## config.mk

```make
export PLATFORM = sky130hd
export DESIGN_NAME = serial_subtractor_flat
export DESIGN_NICKNAME = d
export VERILOG_FILES = /design/src/rtl/arith_pkg.sv /design/src/rtl/serial_subtractor_if.sv /design/src/rtl/full_subtractor.sv /design/src/rtl/serial_subtractor.sv /design/src/flat_wrapper.sv
export SDC_FILE = /design/constraint.sdc
export NUM_CORES = 1
export LEC_CHECK = 0
export CAP_MARGIN = 25
export CORE_MARGIN = 1.5
export CORE_UTILIZATION = 48
export DETAILED_ROUTE_END_ITERATION = 8
export PLACE_DENSITY = 0.86
export SYNTH_ARGS = -nofsm -noshare
export SYNTH_HDL_FRONTEND = slang
export SYNTH_HIERARCHICAL = 1
export SYNTH_SLANG_ARGS = --single-unit
```

## constraint.sdc

```tcl
create_clock -name clk -period 1.25 [get_ports clk]
set_input_delay 0.125 -clock clk [delete_from_list [all_inputs] [get_ports clk]]
set_output_delay 0.125 -clock clk [all_outputs]
set_load 0.02 [all_outputs]
```

## src/rtl/arith_pkg.sv

```systemverilog
// Shared arithmetic-library definitions: FSM state encoding, default width and
// a constant-foldable ceil(log2) helper for sizing counters.
package arith_pkg;

   localparam int unsigned DefWidth = 4;

   typedef enum logic [1:0] {
      StIdle,
      StRun,
      StDone
   } state_e;

   function automatic int unsigned clog2(input int unsigned v);
      int unsigned r;
      r = 0;
      while ((32'd1 << r) < v) begin
         r = r + 1;
      end
      return r;
   endfunction

endpackage

```

## src/rtl/serial_subtractor_if.sv

```systemverilog
// Start/busy/done handshake plus operand and result buses of the serial subtractor.
interface serial_subtractor_if
   import arith_pkg::*;
#(
   parameter int unsigned N = DefWidth
);

   logic         start;
   logic [N-1:0] a;
   logic [N-1:0] b;
   logic         bin;
   logic         busy;
   logic         done;
   logic [N-1:0] diff;
   logic         bout;

   modport master (
      output start, a, b, bin,
      input  busy, done, diff, bout
   );

   modport slave (
      input  start, a, b, bin,
      output busy, done, diff, bout
   );

endinterface

```

## src/rtl/full_subtractor.sv

```systemverilog
// Single-bit full subtractor: d = a - b - bin, with borrow-out.
module full_subtractor (
   input  logic i_a,
   input  logic i_b,
   input  logic i_bin,
   output logic o_d,
   output logic o_bout
);

   assign o_d    = i_a ^ i_b ^ i_bin;
   assign o_bout = (~i_a & i_b) | (~(i_a ^ i_b) & i_bin);

endmodule

```

## src/rtl/serial_subtractor.sv

```systemverilog
// Bit-serial N-bit subtractor (A - B - Bin), LSB first, one bit per cycle,
// behind a start/busy/done handshake.
module serial_subtractor
   import arith_pkg::*;
#(
   parameter int unsigned N = DefWidth
) (
   input logic                clk,
   input logic                rst,
   serial_subtractor_if.slave bus
);

   localparam int unsigned     CntW    = clog2(N);
   localparam logic [CntW-1:0] CntLast = CntW'(N - 1);

   state_e          r_state;
   state_e          w_state_next;
   logic [N-1:0]    r_a_sr;
   logic [N-1:0]    r_b_sr;
   logic [N-1:0]    r_res;
   logic [N-1:0]    r_diff;
   logic [CntW-1:0] r_cnt;
   logic            r_borrow;
   logic            r_bout;

   logic            w_accept;
   logic            w_last;
   logic            w_d;
   logic            w_bnext;
   logic [N-1:0]    w_res_next;
   logic            w_unused_res0;

   assign w_accept   = bus.start && ((r_state == StIdle) || (r_state == StDone));
   assign w_last     = (r_cnt == CntLast);
   assign w_res_next = {w_d, r_res[N-1:1]};
   // The oldest result bit falls off the shift register and is never needed.
   assign w_unused_res0 = r_res[0];

   full_subtractor u_fs (
      .i_a    (r_a_sr[0]),
      .i_b    (r_b_sr[0]),
      .i_bin  (r_borrow),
      .o_d    (w_d),
      .o_bout (w_bnext)
   );

   always_ff @(posedge clk) begin
      if (rst) begin
         r_state <= StIdle;
      end else begin
         r_state <= w_state_next;
      end
   end

   always_comb begin
      w_state_next = r_state;
      unique case (r_state)
         StIdle:  if (bus.start) w_state_next = StRun;
         StRun:   if (w_last) w_state_next = StDone;
         StDone:  w_state_next = bus.start ? StRun : StIdle;
         default: w_state_next = StIdle;
      endcase
   end

   always_comb begin
      bus.busy = (r_state == StRun);
      bus.done = (r_state == StDone);
      bus.diff = r_diff;
      bus.bout = r_bout;
   end

   always_ff @(posedge clk) begin
      if (rst) begin
         r_a_sr   <= '0;
         r_b_sr   <= '0;
         r_res    <= '0;
         r_diff   <= '0;
         r_cnt    <= '0;
         r_borrow <= 1'b0;
         r_bout   <= 1'b0;
      end else if (w_accept) begin
         r_a_sr   <= bus.a;
         r_b_sr   <= bus.b;
         r_borrow <= bus.bin;
         r_cnt    <= '0;
      end else if (r_state == StRun) begin
         r_a_sr   <= {1'b0, r_a_sr[N-1:1]};
         r_b_sr   <= {1'b0, r_b_sr[N-1:1]};
         r_res    <= w_res_next;
         r_borrow <= w_bnext;
         r_cnt    <= r_cnt + CntW'(1);
         // Outputs update only on the edge that enters the done cycle.
         if (w_last) begin
            r_diff <= w_res_next;
            r_bout <= w_bnext;
         end
      end
   end

endmodule

```

## src/flat_wrapper.sv

```systemverilog
// flat-port wrapper written by rule: the top's interface ports become plain ports
module serial_subtractor_flat import arith_pkg::*;
#(
   parameter int unsigned N = DefWidth
)
  (clk, rst, bus_start, bus_a, bus_b, bus_bin, bus_busy, bus_done, bus_diff, bus_bout);
  serial_subtractor_if #(.N(N)) bus_i ();
  input logic clk;
  input logic rst;
  input wire logic [$bits(bus_i.start)-1:0] bus_start;
  input wire logic [$bits(bus_i.a)-1:0] bus_a;
  input wire logic [$bits(bus_i.b)-1:0] bus_b;
  input wire logic [$bits(bus_i.bin)-1:0] bus_bin;
  output wire logic [$bits(bus_i.busy)-1:0] bus_busy;
  output wire logic [$bits(bus_i.done)-1:0] bus_done;
  output wire logic [$bits(bus_i.diff)-1:0] bus_diff;
  output wire logic [$bits(bus_i.bout)-1:0] bus_bout;
  assign bus_i.start = bus_start;
  assign bus_i.a = bus_a;
  assign bus_i.b = bus_b;
  assign bus_i.bin = bus_bin;
  assign bus_busy = bus_i.busy;
  assign bus_done = bus_i.done;
  assign bus_diff = bus_i.diff;
  assign bus_bout = bus_i.bout;
  serial_subtractor #(.N(N)) u_core (.clk(clk), .rst(rst), .bus(bus_i));
endmodule
```

### After elaboration in Yosys (flattened, before gate mapping)

Index checks and enable logic that the tools add are counted.

* logic and storage cells: 40
* latch bits: 0
* memories kept: 0
* input bits: 12
* output and inout port bits: 7
* memory bits (read-only): 0
* bits in writable memories: 0
* flip-flop bits (word level): 22

* reductions and logical operators: 8
* add/sub/neg operators: 1
* multiply operators: 0
* divide/modulo/power cells: 0
* $lt $le $gt $ge: 0
* equal/unequal tests: 5
* shift-type cells: 0
* bitwise logic cells: 8
* mux-type cells: 10

Operator list (number)
* 2-to-1 mux 4 bit: 4
* case mux 2 bit (3 select lines): 1
* == test 2 bit (second input constant): 2
* 2-to-1 mux 2 bit: 2
* AND reduction 2 bit: 2
* 2-to-1 mux 1 bit: 3
* NOT 1 bit: 3
* AND reduction 3 bit: 1
* adder 2 x 1 -> 2 bit (second input constant): 1
* bitwise AND 1 bit: 2
* == test 2 x 1 -> 1 bit (second input constant): 1
* zero test 2 bit: 1
* != test 2 x 1 -> 1 bit (second input constant): 1
* != test 2 bit (second input constant): 1
* nonzero test 2 bit: 1
* OR reduction 2 bit: 1
* bitwise XOR 1 bit: 2
* logical AND 1 bit: 1
* logical OR 1 bit: 1
* OR 1 bit: 1

### Logic depth before layout (Yosys ltp)

* depth in word-level cells: 6
* mapped depth: 5
* gate-level depth less buffers: 5

### Modules after synthesis

The synthesis kept the hierarchy.

Modules (own cells, without submodules)
* serial_subtractor: cells an instance 96, area each 833.3 um2, sequential area each 420.4 um2, instances 1
* full_subtractor: cells an instance 4, area each 31.3 um2, sequential area each 0.0 um2, instances 1

### Worst setup path before layout

No wires, ideal clock.

* path type: register to register
* from: reg u_core.r_b_sr[0]
* to: reg u_core.r_borrow
* setup slack: 0.108 ns
* arrival: 1.051 ns
* stages on the path, launching flop included: 6
* data required time: 1.159 ns
* clock period less this slack: 1.142 ns
* path buffers: 0
* cells stage by stage: dfxtp_1 inv_1 fa_1 inv_1 nand2_1 a311oi_1

* longest elaborated chain between the ends: 6
* elaborated cells on any way between the ends: 7

RTL lines
* from (decl): RTL line serial_subtractor.sv:19 `logic [N-1:0] r_b_sr;`
* from (signal assigned): RTL line serial_subtractor.sv:83 `r_b_sr <= bus.b;`
* from (signal assigned): RTL line serial_subtractor.sv:88 `r_b_sr <= {1'b0, r_b_sr[N-1:1]};`
* bitwise XOR 1 bit: RTL line full_subtractor.sv:11 `assign o_bout = (~i_a & i_b) | (~(i_a ^ i_b) & i_bin);`
* NOT 1 bit: RTL line full_subtractor.sv:11
* bitwise AND 1 bit: RTL line full_subtractor.sv:11
* OR 1 bit (*): RTL line full_subtractor.sv:11
* net u_core.w_bnext: RTL line serial_subtractor.sv:29 `logic w_bnext;`
* 2-to-1 mux 1 bit (*): RTL line serial_subtractor.sv:86 `end else if (r_state == StRun) begin`
* 2-to-1 mux 1 bit (*): RTL line serial_subtractor.sv:81 `end else if (w_accept) begin`
* to (signal assigned): RTL line serial_subtractor.sv:84 `r_borrow <= bus.bin;`
* to (signal assigned): RTL line serial_subtractor.sv:90 `r_borrow <= w_bnext;`
* to (decl): RTL line serial_subtractor.sv:23 `logic r_borrow;`

Mark *: on every way through the listed nets, which the timed path passes. The rest lies on a longest branch. The select of a mux whose other input is x is not followed.
A chain may end at the register's enable or synchronous reset.

### Worst setup path in the final report

Ends and elaborated chain as after synthesis.

==> out/qor.txt <==
Status: finished clean
Die boundary width: 45.4 microns
Avg Inst Size Synth: 8.65 sq um
Tot GR Track Use: 20.8%
Setup ws final: 0.0184 ns
Area share of the largest cell type after synthesis: 48.6%
Post-synth EDFFs: 0
Buffer count from post-CTS setup fixing: 0
Clk_skew: 0.000626 ns
Logic pwr share: 17.7%
Final min period: 1.23 ns
DR DRC count: 0
Initial antenna violation count: 0
Cell count after synthesis: 100
Yosys warnings: 6
Critical Path Fanout Max: 2
Total congestion overflow: 0
Share of cells above drive strength 1: 16.1%
CP Launch Type: register
DR pass1 iterations: 4
R2R Path Start: u_core/r_b_sr[0]
Area of the multi-input gates: 410 sq um
Die area: 2060 sq um
# IOs: 19
Pwr per Cell Area: 1100 nW/um^2
Post-Syn Nets: 114
FP Rows: 15
Avg WL per Cell: 12.5 microns
Worst reg2reg path depth: 5
Leak Pwr: 0.450 nW
CTS clk-pin slew, worst paths: 0.10 ns
Htree depth: 1
Cell Area, Synth: 865 sq um
FMAX: 0.812 GHz
Ant diodes: 0
Clk pwr share: 25.0%
Number of buffers added on ports: 18
Net Switching: 0.324 mW
Vias/cell: 5.28
Seq pwr share: 57.3%
Crit Reg-Reg Endpoint: u_core/r_borrow
Hold WC Path Type: in2reg
Kind of critical path: reg2reg
TritonCTS clock tree: built
Biggest area consumer among synthesized cells: dfxtp_1
Layout net count: 139
Critical path endpoint category: register
Vias after detailed routing: 787
Post-route ant nets: 0
Setup WS pre-CTS: -0.122 ns
Setup slack, reg-to-reg: 0.02 ns
Register area: 423 sq um
Post-route core utilization: 67.3%
Root Buffer: clkbuf_4
Required @ worst endpoint: 1.46 ns
Ys flop type: dfxtp_1
Largest net degree at the start of global routing: 22
Die Span Y: 45.4 microns
TritonCTS Buffers: 3
Fillers: 138
Seq/Total Area, Yosys: 48.6%
Clock Path Buffers: 2
Skew-Pair Late Insertion Delay: 0.30 ns
Synth unique cells: 22
Core Region: 1710 sq um
WHS Endpoint: u_core/r_a_sr[3]
HP Start: bus_a[3]
Number of DRC markers in iteration 0: 20
Clk sink count: 21
Hold path cells: 3
Global-route wire length before repair: 2.98 mm
Slew margin rel.: 81.3%
DRT Wirelength: 1.86 mm
Final Wtd Congestion: 0.784
Worst-Margin Slew: 0.280 ns
Unrepaired setup endpoints after global routing: true
Dominant cells by area after synthesis: dfxtp_1 (49%), nand2_1 (10%), a21oi_1 (5.8%)
Max-slew violation count: 0
Async S/R FF share, synth: 0%
Initial Utilization: 50.6%
Setup Viol. Count Final: 0
DP Wirelength: 1.31 mm
Sw Ratio: 25.6%
Crit path arrival time: 1.45 ns
Synth Register Bits: 21
Vias in the first global route: 723
Internal Power: 0.941 mW
Share of the clock period used by the worst path: 98.5%
Final hold violations: 0
Total Power: 1.27 mW
Layout Area Growth over Synthesis: 33.0%
Max IR drop VDD: 878 uV
Max_cap viols: 0
-- synthesized netlist by cell type, drive strengths merged (2+ instances only) --
library cell  count
nor2              8
nand2b            2
buf               3
dfxtp            21
a21oi            10
mux2i             2
nand2            24
nor3              3
nor2b             2
a311oi            6
inv               4
nand3             7
clkbuf            2
-- registers in the layout (all words and copies together), names as in the netlist --
| name | count |
|---|---|
| u_core/bus.diff | 4 |
| u_core/r_borrow | 1 |
| u_core/r_cnt | 2 |
| u_core/r_state | 2 |
| u_core/r_b_sr | 4 |
| u_core/r_a_sr | 4 |
| u_core/bus.bout | 1 |
| u_core/r_res | 3 |
-- power groups by stage --
| stage | clock network, mW | logic, mW | registers, mW |
|---|---|---|---|
| final | 0.317 | 0.224 | 0.725 |
| after floorplan | 0 | 0.126 | 0.734 |
| after global routing | 0.361 | 0.244 | 0.729 |
| after global placement | 0 | 0.196 | 0.737 |
| after CTS | 0.330 | 0.210 | 0.723 |
| after detailed placement | 0 | 0.206 | 0.737 |
-- metal layers --
layer	wire, microns	up-vias	GRT usage [%]
li1	-	391	-
met3	87	6	7.54
met1	760	375	23.0
met2	966	15	35.5
met5	0	-	0
met4	44	0	8.82
-- through the flow --
stage	instance area [sq um]	std cells	TNS (ns)	hold slack, ns
after floorplan	865	100	0	0.197
after global placement	1110	145	-0.0800	0.442
after detailed placement	1110	145	-0.432	0.461
after CTS	1130	149	0	0.353
after global routing	1150	149	-0.0285	0.373
final	1150	149	0	0.361
-- cells by family after synthesis --
group,share of synthesized area [%]
multiplexers,2.32
adder cells (fa/ha/maj),3.76
AND/OR/NAND/NOR,24.0
buffers and inverters,5.93
AO/OA/AOI/OAI,14.3
flip-flops,48.6
XOR/XNOR,1.01
-- worst max path at each step --
stage | depth (start not counted) | end | startpoint | slack, ns
after floorplan | 5 | u_core/r_borrow | u_core/r_b_sr[0] | 0.11
after global routing | 5 | u_core/r_borrow | u_core/r_borrow | -0.03
after global placement | 5 | u_core/r_b_sr[0] | bus_start | -0.02
after detailed placement | 5 | u_core/r_a_sr[1] | bus_start | -0.12
after CTS | 2 | bus_done | u_core/r_state[1] | 0.002
final | 5 | u_core/r_borrow | u_core/r_b_sr[0] | 0.02
-- worst max-delay path: stages, from the launching register on --
cell and delay (ns):
dfxtp_2 0.34, inv_1 0.05, fa_1 0.37, inv_1 0.08, nand2_1 0.06, a311oi_2 0.24
-- area by class of cell --
cell class                 count  area share (%)
timing repair buffer          25            21.0
clock buffer                   4            2.29
sequential                    21            36.8
tap                           25            2.72
multi-input combinational     70            35.7
inverter                       4            1.52
-- what timing repair did --
action / CTS / global route
resized for setup: 13 / 7
endpoints found under the setup margin: 9 / 4
cloned: 0 / 0
hold buffers: 0 / 0
pin swaps: 1 / 0
-- cell usage in the layout (no fill, tap or decap), drive strengths merged --
master	synthesis	routed
fa	1	1
nor3	3	3
buf	3	8
nor2	8	8
ha	1	1
o21a	1	1
xnor2	1	1
nand3b	1	1
a22oi	1	1
clkbuf	2	5
nand2b	2	2
inv	4	4
a311oi	6	6
mux2i	2	2
dfxtp	21	21
nor2b	2	2
dlygate4sd2	0	5
nand3	7	7
a21oi	10	10
nand2	24	24
clkdlybuf4s50	0	11
(Power assumes the default switching activity.)
